`config.mk`:
```
export PLATFORM = sky130hd
export DESIGN_NAME = mem_array_flat
export DESIGN_NICKNAME = d
export VERILOG_FILES = /design/src/rtl/mem_array_if.sv /design/src/rtl/mem_array.sv /design/src/flat_wrapper.sv
export SDC_FILE = /design/constraint.sdc
export NUM_CORES = 1
export LEC_CHECK = 0
export CELL_PAD_IN_SITES_DETAIL_PLACEMENT = 0
export CELL_PAD_IN_SITES_GLOBAL_PLACEMENT = 1
export CORE_MARGIN = 4
export CORE_UTILIZATION = 30
export CTS_CLUSTER_DIAMETER = 200
export DETAILED_ROUTE_END_ITERATION = 16
export MAX_ROUTING_LAYER = met4
export PLACE_DENSITY_LB_ADDON = 0.12
export SETUP_SLACK_MARGIN = 0.5
export SLEW_MARGIN = 0
export SYNTH_ARGS = -nofsm -noshare
export SYNTH_HDL_FRONTEND = slang
export SYNTH_SLANG_ARGS = --single-unit
export TNS_END_PERCENT = 100
```
`constraint.sdc`:
```
create_clock -name clk -period 2.3 [get_ports clk]
set_input_delay 0.46 -clock clk [delete_from_list [all_inputs] [get_ports clk]]
set_output_delay 0.46 -clock clk [all_outputs]
set_load 0.05 [all_outputs]
```
`src/rtl/mem_array_if.sv`:
```
`default_nettype none
// ============================================================================
// Module      : mem_array_if
// Description : Write/read/clear bus for the mem_array scratch store.
// Revision    : 1.0 - initial release
// ============================================================================
interface mem_array_if #(
  parameter int WIDTH = 8,
  parameter int AW    = 4
);
  logic             wr_en;
  logic [AW-1:0]    wr_addr;
  logic [WIDTH-1:0] din;
  logic             rd_en;
  logic [AW-1:0]    rd_addr;
  logic [WIDTH-1:0] dout;
  logic             dout_valid;
  logic             clr;
  logic             busy;

  modport master (
    output wr_en, wr_addr, din, rd_en, rd_addr, clr,
    input  dout, dout_valid, busy
  );

  modport slave (
    input  wr_en, wr_addr, din, rd_en, rd_addr, clr,
    output dout, dout_valid, busy
  );
endinterface
`default_nettype wire

```
`src/rtl/mem_array.sv`:
```
`default_nettype none
// ============================================================================
// Module      : mem_array
// Description : DEPTH x WIDTH register memory, registered read with write-first
//               bypass, and a one-word-per-cycle hardware clear sweep.
// Revision    : 1.0 - initial release
// ============================================================================
module mem_array #(
  parameter int WIDTH = 8,
  parameter int DEPTH = 16,
  parameter int AW    = 4
) (
  input  wire logic   clk,
  input  wire logic   reset,
  mem_array_if.slave  bus
);

  localparam logic [AW:0]   c_depth = (AW+1)'(DEPTH);
  localparam logic [AW-1:0] c_last  = AW'(DEPTH - 1);

  typedef enum logic [0:0] {
    S_IDLE  = 1'b0,
    S_CLEAR = 1'b1
  } state_t;

  state_t           r_state;
  state_t           w_state_nxt;
  logic [AW-1:0]    r_ptr;
  logic [AW-1:0]    w_ptr_nxt;
  logic [WIDTH-1:0] r_mem [DEPTH];
  logic [WIDTH-1:0] r_dout;
  logic             r_dout_valid;

  logic             w_clearing;
  logic             w_wr_ok;
  logic             w_rd_inrange;
  logic [WIDTH-1:0] w_rd_word;
  logic [WIDTH-1:0] w_rd_data;

  assign w_clearing   = (r_state == S_CLEAR);
  assign w_wr_ok      = bus.wr_en && !w_clearing && ({1'b0, bus.wr_addr} < c_depth);
  assign w_rd_inrange = ({1'b0, bus.rd_addr} < c_depth);

  always_ff @(posedge clk or negedge reset) begin
    if (!reset) begin
      r_state <= S_IDLE;
      r_ptr   <= '0;
    end else begin
      r_state <= w_state_nxt;
      r_ptr   <= w_ptr_nxt;
    end
  end

  // The pointer parks at 0 when the sweep ends so it never runs past DEPTH-1.
  always_comb begin
    w_state_nxt = r_state;
    w_ptr_nxt   = r_ptr;
    case (r_state)
      S_IDLE: begin
        if (bus.clr) begin
          w_state_nxt = S_CLEAR;
          w_ptr_nxt   = '0;
        end
      end
      S_CLEAR: begin
        if (r_ptr == c_last) begin
          w_state_nxt = S_IDLE;
          w_ptr_nxt   = '0;
        end else begin
          w_ptr_nxt   = r_ptr + 1'b1;
        end
      end
      default: begin
        w_state_nxt = S_IDLE;
        w_ptr_nxt   = '0;
      end
    endcase
  end

  always_comb begin
    w_rd_word = '0;
    for (int i = 0; i < DEPTH; i++) begin
      if (bus.rd_addr == AW'(i)) begin
        w_rd_word = r_mem[i];
      end
    end
  end

  // Words at or below the pointer read as zero: already swept or swept this edge.
  always_comb begin
    w_rd_data = '0;
    if (!w_rd_inrange) begin
      w_rd_data = '0;
    end else if (w_clearing && (bus.rd_addr <= r_ptr)) begin
      w_rd_data = '0;
    end else if (w_wr_ok && (bus.wr_addr == bus.rd_addr)) begin
      w_rd_data = bus.din;
    end else begin
      w_rd_data = w_rd_word;
    end
  end

  always_ff @(posedge clk or negedge reset) begin
    if (!reset) begin
      for (int i = 0; i < DEPTH; i++) begin
        r_mem[i] <= '0;
      end
    end else begin
      for (int i = 0; i < DEPTH; i++) begin
        if (w_clearing && (r_ptr == AW'(i))) begin
          r_mem[i] <= '0;
        end else if (w_wr_ok && (bus.wr_addr == AW'(i))) begin
          r_mem[i] <= bus.din;
        end
      end
    end
  end

  always_ff @(posedge clk or negedge reset) begin
    if (!reset) begin
      r_dout       <= '0;
      r_dout_valid <= 1'b0;
    end else begin
      r_dout_valid <= bus.rd_en;
      if (bus.rd_en) begin
        r_dout <= w_rd_data;
      end
    end
  end

  assign bus.dout       = r_dout;
  assign bus.dout_valid = r_dout_valid;
  assign bus.busy       = w_clearing;

endmodule
`default_nettype wire

```
`src/flat_wrapper.sv`:
```
// flat-port wrapper written by rule: the top's interface ports become plain ports
module mem_array_flat 
#(
  parameter int WIDTH = 8,
  parameter int DEPTH = 16,
  parameter int AW    = 4
)
  (clk, reset, bus_wr_en, bus_wr_addr, bus_din, bus_rd_en, bus_rd_addr, bus_clr, bus_dout, bus_dout_valid, bus_busy);
  mem_array_if #(.WIDTH(WIDTH), .AW(AW)) bus_i ();
  input  wire logic clk;
  input  wire logic reset;
  input wire logic [$bits(bus_i.wr_en)-1:0] bus_wr_en;
  input wire logic [$bits(bus_i.wr_addr)-1:0] bus_wr_addr;
  input wire logic [$bits(bus_i.din)-1:0] bus_din;
  input wire logic [$bits(bus_i.rd_en)-1:0] bus_rd_en;
  input wire logic [$bits(bus_i.rd_addr)-1:0] bus_rd_addr;
  input wire logic [$bits(bus_i.clr)-1:0] bus_clr;
  output wire logic [$bits(bus_i.dout)-1:0] bus_dout;
  output wire logic [$bits(bus_i.dout_valid)-1:0] bus_dout_valid;
  output wire logic [$bits(bus_i.busy)-1:0] bus_busy;
  assign bus_i.wr_en = bus_wr_en;
  assign bus_i.wr_addr = bus_wr_addr;
  assign bus_i.din = bus_din;
  assign bus_i.rd_en = bus_rd_en;
  assign bus_i.rd_addr = bus_rd_addr;
  assign bus_i.clr = bus_clr;
  assign bus_dout = bus_i.dout;
  assign bus_dout_valid = bus_i.dout_valid;
  assign bus_busy = bus_i.busy;
  mem_array #(.WIDTH(WIDTH), .DEPTH(DEPTH), .AW(AW)) u_core (.clk(clk), .reset(reset), .bus(bus_i));
endmodule
```
==> After elaboration in Yosys (flattened, before gate mapping) <==
Index checks and enable logic that the tools add are counted.
{ "op_classes": {"eq_ne": 47, "multipliers": 0, "bitwise": 1, "shift": 0, "add_sub_neg": 1, "div_mod_pow": 0, "n_reduce_logical": 55, "mux": 56, "order_cmp": 1} }
{ "ops": {"columns": ["op", "n"], "rows": [
  ["$mux 8", 50],
  ["$eq 4x4->1 const B", 24],
  ["$eq 4x3->1 const B", 12],
  ["$logic_and 1x1->1", 35],
  ["$reduce_bool 2->1", 16],
  ["$eq 4x2->1 const B", 6],
  ["$eq 4x1->1 const B", 3],
  ["$logic_not 4->1", 3],
  ["$mux 4", 2],
  ["$pmux 4 s2", 1],
  ["$add 4x1->4 const B", 1],
  ["$eq 4x4->1", 1],
  ["$le 4x4->1", 1],
  ["$mux 1", 2],
  ["$ne 2x2->1 const B", 1],
  ["$pmux 1 s2", 1],
  ["$logic_not 1->1", 1],
  ["$not 1->1", 1]
]} }
{ "word_totals": {"mem_bits_rw": 0, "word_cells": 181, "ff_bits": 142, "n_memories": 0, "mem_bits_ro": 0, "output_inout_bits": 10, "latch_bits": 0} }

==> Depth between registers and ports, before layout <==
{ "logic_depth": {"word_depth": 19, "mapped_depth": 10, "ltp_nobuf": 7} }

==> Least setup slack after synthesis <==
No wires, ideal clock.
{ "synth_path": {"path_kind": "input -> register", "start": "input port bus_rd_addr[0]", "end": "register u_core.r_dout[1] (netlist: u_core.bus.dout[1])", "path_stages": 10, "slack_ns": 0.152, "setup_ns": 0.094, "t_arrival_ns": 2.054, "cell_sequence": "buf_4 > buf_4 > inv_1 > buf_2 > ha_1 > nand3_1 > o21ai_0 > a21oi_1 > o21ai_0 > a211oi_1"} }
{ "synth_between": {"elab_chain_cells": 19, "elab_cells_between_ends": 38, "classes_between": "1 x order compare; 16 x eq/ne; 18 x mux; 3 x reduce/logical"} }
{ "synth_lines": {"columns": ["element", "line_no", "rtl"], "rows": [
  ["from (decl)", "flat_wrapper.sv:16", "input wire logic [$bits(bus_i.rd_addr)-1:0] bus_rd_addr;"],
  ["$logic_not 4->1", "mem_array.sv:83", "if (bus.rd_addr == AW'(i)) begin"],
  ["$mux 8 (16 in a row)", "mem_array.sv:83", null],
  ["$mux 8", "mem_array.sv:96", "end else if (w_wr_ok && (bus.wr_addr == bus.rd_addr)) begin"],
  ["$mux 8 *", "mem_array.sv:94", "end else if (w_clearing && (bus.rd_addr <= r_ptr)) begin"],
  ["to (signal assigned)", "mem_array.sv:126", "r_dout <= w_rd_data;"],
  ["to (decl)", "mem_array.sv:31", "logic [WIDTH-1:0] r_dout;"]
]} }
Every way passes the cells marked *; elsewhere a longest branch is shown, timed or not.
A chain may end at the register's enable or synchronous reset.

==> Worst setup path in the final report <==
{ "layout_path": {"start": "register u_core.r_mem[38] in the netlist's numbering", "end": "register u_core.r_dout[6] (netlist: u_core.bus.dout[6])"} }
{ "layout_between": {"elab_chain_cells": 7} }
{ "layout_lines": {"columns": ["element", "line_no", "rtl"], "rows": [
  ["from (decl)", "mem_array.sv:30", "logic [WIDTH-1:0] r_mem [DEPTH];"],
  ["from (signal, indexed assignment)", "mem_array.sv:113", "r_mem[i] <= bus.din;"],
  ["$mux 8 (5 in a row)", "mem_array.sv:83", null],
  ["$mux 8", "mem_array.sv:96", null],
  ["$mux 8", "mem_array.sv:94", null]
]} }
Every way passes these cells.

==> insert_results.sql <==
INSERT INTO impl_metrics (metric_group, metric, value, unit) VALUES
('drt', 'route.detailed.vias_per_inst', '5.86', ''),
('clock_tree', 'cts.root.buffer_cell', 'clkbuf_16', ''),
('setup_path', 'cp_max_fo', '2', ''),
('global_route', 'grt_overflow', '0', ''),
('final_layout', 'syn_to_final_growth', '33.1', '%'),
('final_layout', 'antenna_cells', '0', ''),
('sta', 'drv_slew', '0', ''),
('synth', 'asyncSetResetFlopFracSynth', '1.00', ''),
('global_route', 'grtUsageMet2', '0.326', ''),
('die', 'core_area', '0.0227', 'sq mm'),
('pwr', 'p_per_area', '925', 'mW/mm^2'),
('clock_tree', 'cts_sinks', '142', ''),
('sta', 'setup_violations', '0', ''),
('clock_tree', 'clk_path_buf_depth', '2', ''),
('setup_path', 'crit_arrival', '2120', 'ps'),
('synth', 'synth_enable_flop_cells', '0', ''),
('synth', 'ys_ff_latch', '142', ''),
('sta', 'rsz0062_at_grt', 'true', ''),
('drt', 'finalWirelength', '26.9', 'mm'),
('synth', 'yosys_warnings', '0', ''),
('global_route', 'antenna_found_initial', '0', ''),
('pwr', 'cellLeakagePower', '0.00413', 'uW'),
('final_layout', 'layout.cells.most_common', 'dfrtp_1', ''),
('setup_path', 'setup_slack_on_the_worst_flop_to_flop_path', '470', 'ps'),
('global_route', 'busiest_layer', 'met2', ''),
('die', 'initial_core_util', '0.306', ''),
('placement', 'dpl.hpwl', '18.3', 'mm'),
('final_layout', 'post-route-cell-area', '0.00926', 'sq mm'),
('final_layout', 'fillerInstances', '2202', ''),
('setup_path', 'critical_path_rt', '2590', 'ps'),
('synth', 'synth_fp_nets', '638', ''),
('clock_tree', 'post_cts_clock_slew_at_the_launch_and_capture_registers_of_the_worst_setup_and_hold_paths', '60', 'ps'),
('global_route', 'grt_first_pass_wirelength', '39.9', 'mm'),
('setup_path', 'crit-reg2reg-capture', 'u_core.bus.dout[6]$_DFFE_PN0P_', ''),
('final_layout', 'final_stage_net_count', '753', ''),
('global_route', 'grt_max_degree', '51', ''),
('clock_tree', 'clk_latency', '430', 'ps'),
('die', 'die_y', '160', 'um'),
('setup_path', 'path_class', 'flop to flop', ''),
('sta', 'clock_skew', '9.95', 'ps'),
('global_route', 'met3_usage', '0.0343', ''),
('outcome', 'status', 'complete, no violations', ''),
('sta', 'post-route-period-util', '0.794', ''),
('synth', 'ys_types', '66', ''),
('global_route', 'vias_in_the_first_global_route', '6066', ''),
('synth', 'ys.flop_type', 'dfrtp_1', ''),
('drt', 'drt_pre_antenna_iters', '4', ''),
('synth', 'mappedNetlistArea', '0.00696', 'sq mm'),
('die', 'die_area', '0.0257', 'sq mm'),
('global_route', 'grt_use_met1', '0.297', ''),
('setup_path', 'worst_r2r_path_depth', '4', ''),
('die', 'io-pin-count', '31', ''),
('synth', 'syn_inst', '609', ''),
('sta', 'final_hold_vio_count', '0', ''),
('clock_tree', 'cts-buffers-inserted', '17', ''),
('sta', 'least_margin_pin_slew', '754', 'ps'),
('drt', 'drtAntennaViolNets', '0', ''),
('setup_path', 'timing.rr.start', 'u_core.r_mem[38]$_DFFE_PN0P_', ''),
('sta', 'maximum_clock_rate', '547', 'MHz'),
('final_layout', 'area.sequential', '0.00356', 'sq mm'),
('die', 'core.rowCount', '55', ''),
('final_layout', 'layout.cells.non_filler', '1022', ''),
('setup_path', 'cp-startpoint', 'u_core.r_mem[38]$_DFFE_PN0P_', ''),
('pwr', 'worst_ir_drop_vdd', '0.484', 'mV'),
('final_layout', 'footprint_of_the_multi_input_gates', '0.00341', 'sq mm'),
('drt', 'routed_wire_length_per_instance', '26.3', 'um'),
('drt', 'via_count', '5988', ''),
('final_layout', 'layout_common_cells', 'dfrtp_1 (140), a22o_1 (133), buf_4 (98), a21oi_1 (26)', ''),
('drt', 'drt_iter0_drc', '559', ''),
('setup_path', 'crit_path_end_kind', 'flop', ''),
('placement', 'dpl-instance-area', '0.00826', 'sq mm');
[layout make-up]
| type | instances | area share |
|---|---|---|
| multi-input cells | 406 | 0.369 |
| well taps | 285 | 0.0385 |
| clock inverters | 8 | 0.00852 |
| repair buffers | 141 | 0.138 |
| flip-flops and latches | 142 | 0.384 |
| inverters | 16 | 0.00716 |
| clock buffers | 24 | 0.0553 |
[cells in the mapped netlist (8+ instances only)]
cell type  number  share of area
buf_2          16          0.012
a211oi_1        8         0.0086
ha_1            8          0.014
mux2_2          9          0.015
dfrtp_1       142           0.51
clkbuf_1       13         0.0070
a22o_1        133           0.17
nand2_1        16         0.0086
a31oi_1        17          0.015
nand3_1        10         0.0072
mux2i_1        10          0.014
nor3_1          9         0.0065
o21ai_0        25          0.018
nor2_1         19          0.010
inv_1          15         0.0081
nor2b_1        13          0.012
a21oi_1        27          0.019
nor2_2          8         0.0072
[where the power goes]
group,switching (uW),leakage [uW],total (uW),internal [uW]
combinational,1440,0.00189,2500,1060
sequential,329,0.00195,3280,2950
clock,1120,0.000293,2780,1660
total,2890,0.00413,8560,5670
[critical path: stages, from the launching register on]
cell and delay, ps:
dfrtp_1 390, mux4_2 550, mux2_4 340, a2111oi_4 290, a22oi_1 120
[per-layer routing]
layer	part of all wire	routed length, um	vias up
li1	-	-	2603
met1	0.48	12900	3169
met2	0.47	12600	193
met3	0.041	1110	23
met4	0.0094	252	0
met5	0	0	-
[repair_timing]
item	CTS	global route
cloned	0	2
buffers inserted	3	7
setup endpoints to repair	107	104
hold buffers	1	0
pin swaps	9	10
endpoints found under the hold margin	28	0
gates resized for setup	56	37
[stage by stage]
stage                     total power [uW]  utilization  hold WS [ps]  setup slack, ps
after global routing                  8940        0.408           504              439
after detailed placement              5500        0.364           448             -267
after floorplan                       4570            -           164              366
after global placement                5470        0.364           441             -274
after CTS                             8450        0.399           497              481
final                                 8560        0.408           497              473
[logic make-up after synthesis]
group,count (synthesis),share of synthesized area
xor gates and xnor gates,4,0.00504
buffers and inverters,61,0.0428
AOI/OAI and AO/OA,262,0.293
DFF,142,0.511
and+or+nand+nor,109,0.0924
adders and majority gates,8,0.0144
muxes,23,0.0419
[worst min path at each step]
stage,startpoint,to,slack [ps],depth (start not counted)
6_report,u_core.r_mem[9]$_DFFE_PN0P_,u_core.r_mem[9]$_DFFE_PN0P_,500,1
5_1_grt,u_core.r_mem[45]$_DFFE_PN0P_,u_core.r_mem[45]$_DFFE_PN0P_,500,1
4_1_cts,u_core.r_mem[45]$_DFFE_PN0P_,u_core.r_mem[45]$_DFFE_PN0P_,500,1
3_5_place_dp,reset,u_core.r_mem[101]$_DFFE_PN0P_,450,1
3_3_place_gp,reset,u_core.r_mem[127]$_DFFE_PN0P_,440,1
2_1_floorplan,reset,u_core.bus.busy$_DFF_PN0_,160,0
[sequential cells by signal, summed over array words and instances, names as in the netlist]
signal / count
u_core.bus.busy: 1
u_core.bus.dout_valid: 1
u_core.r_ptr: 4
u_core.r_mem: 128
u_core.bus.dout: 8
(Power assumes the default switching activity.)
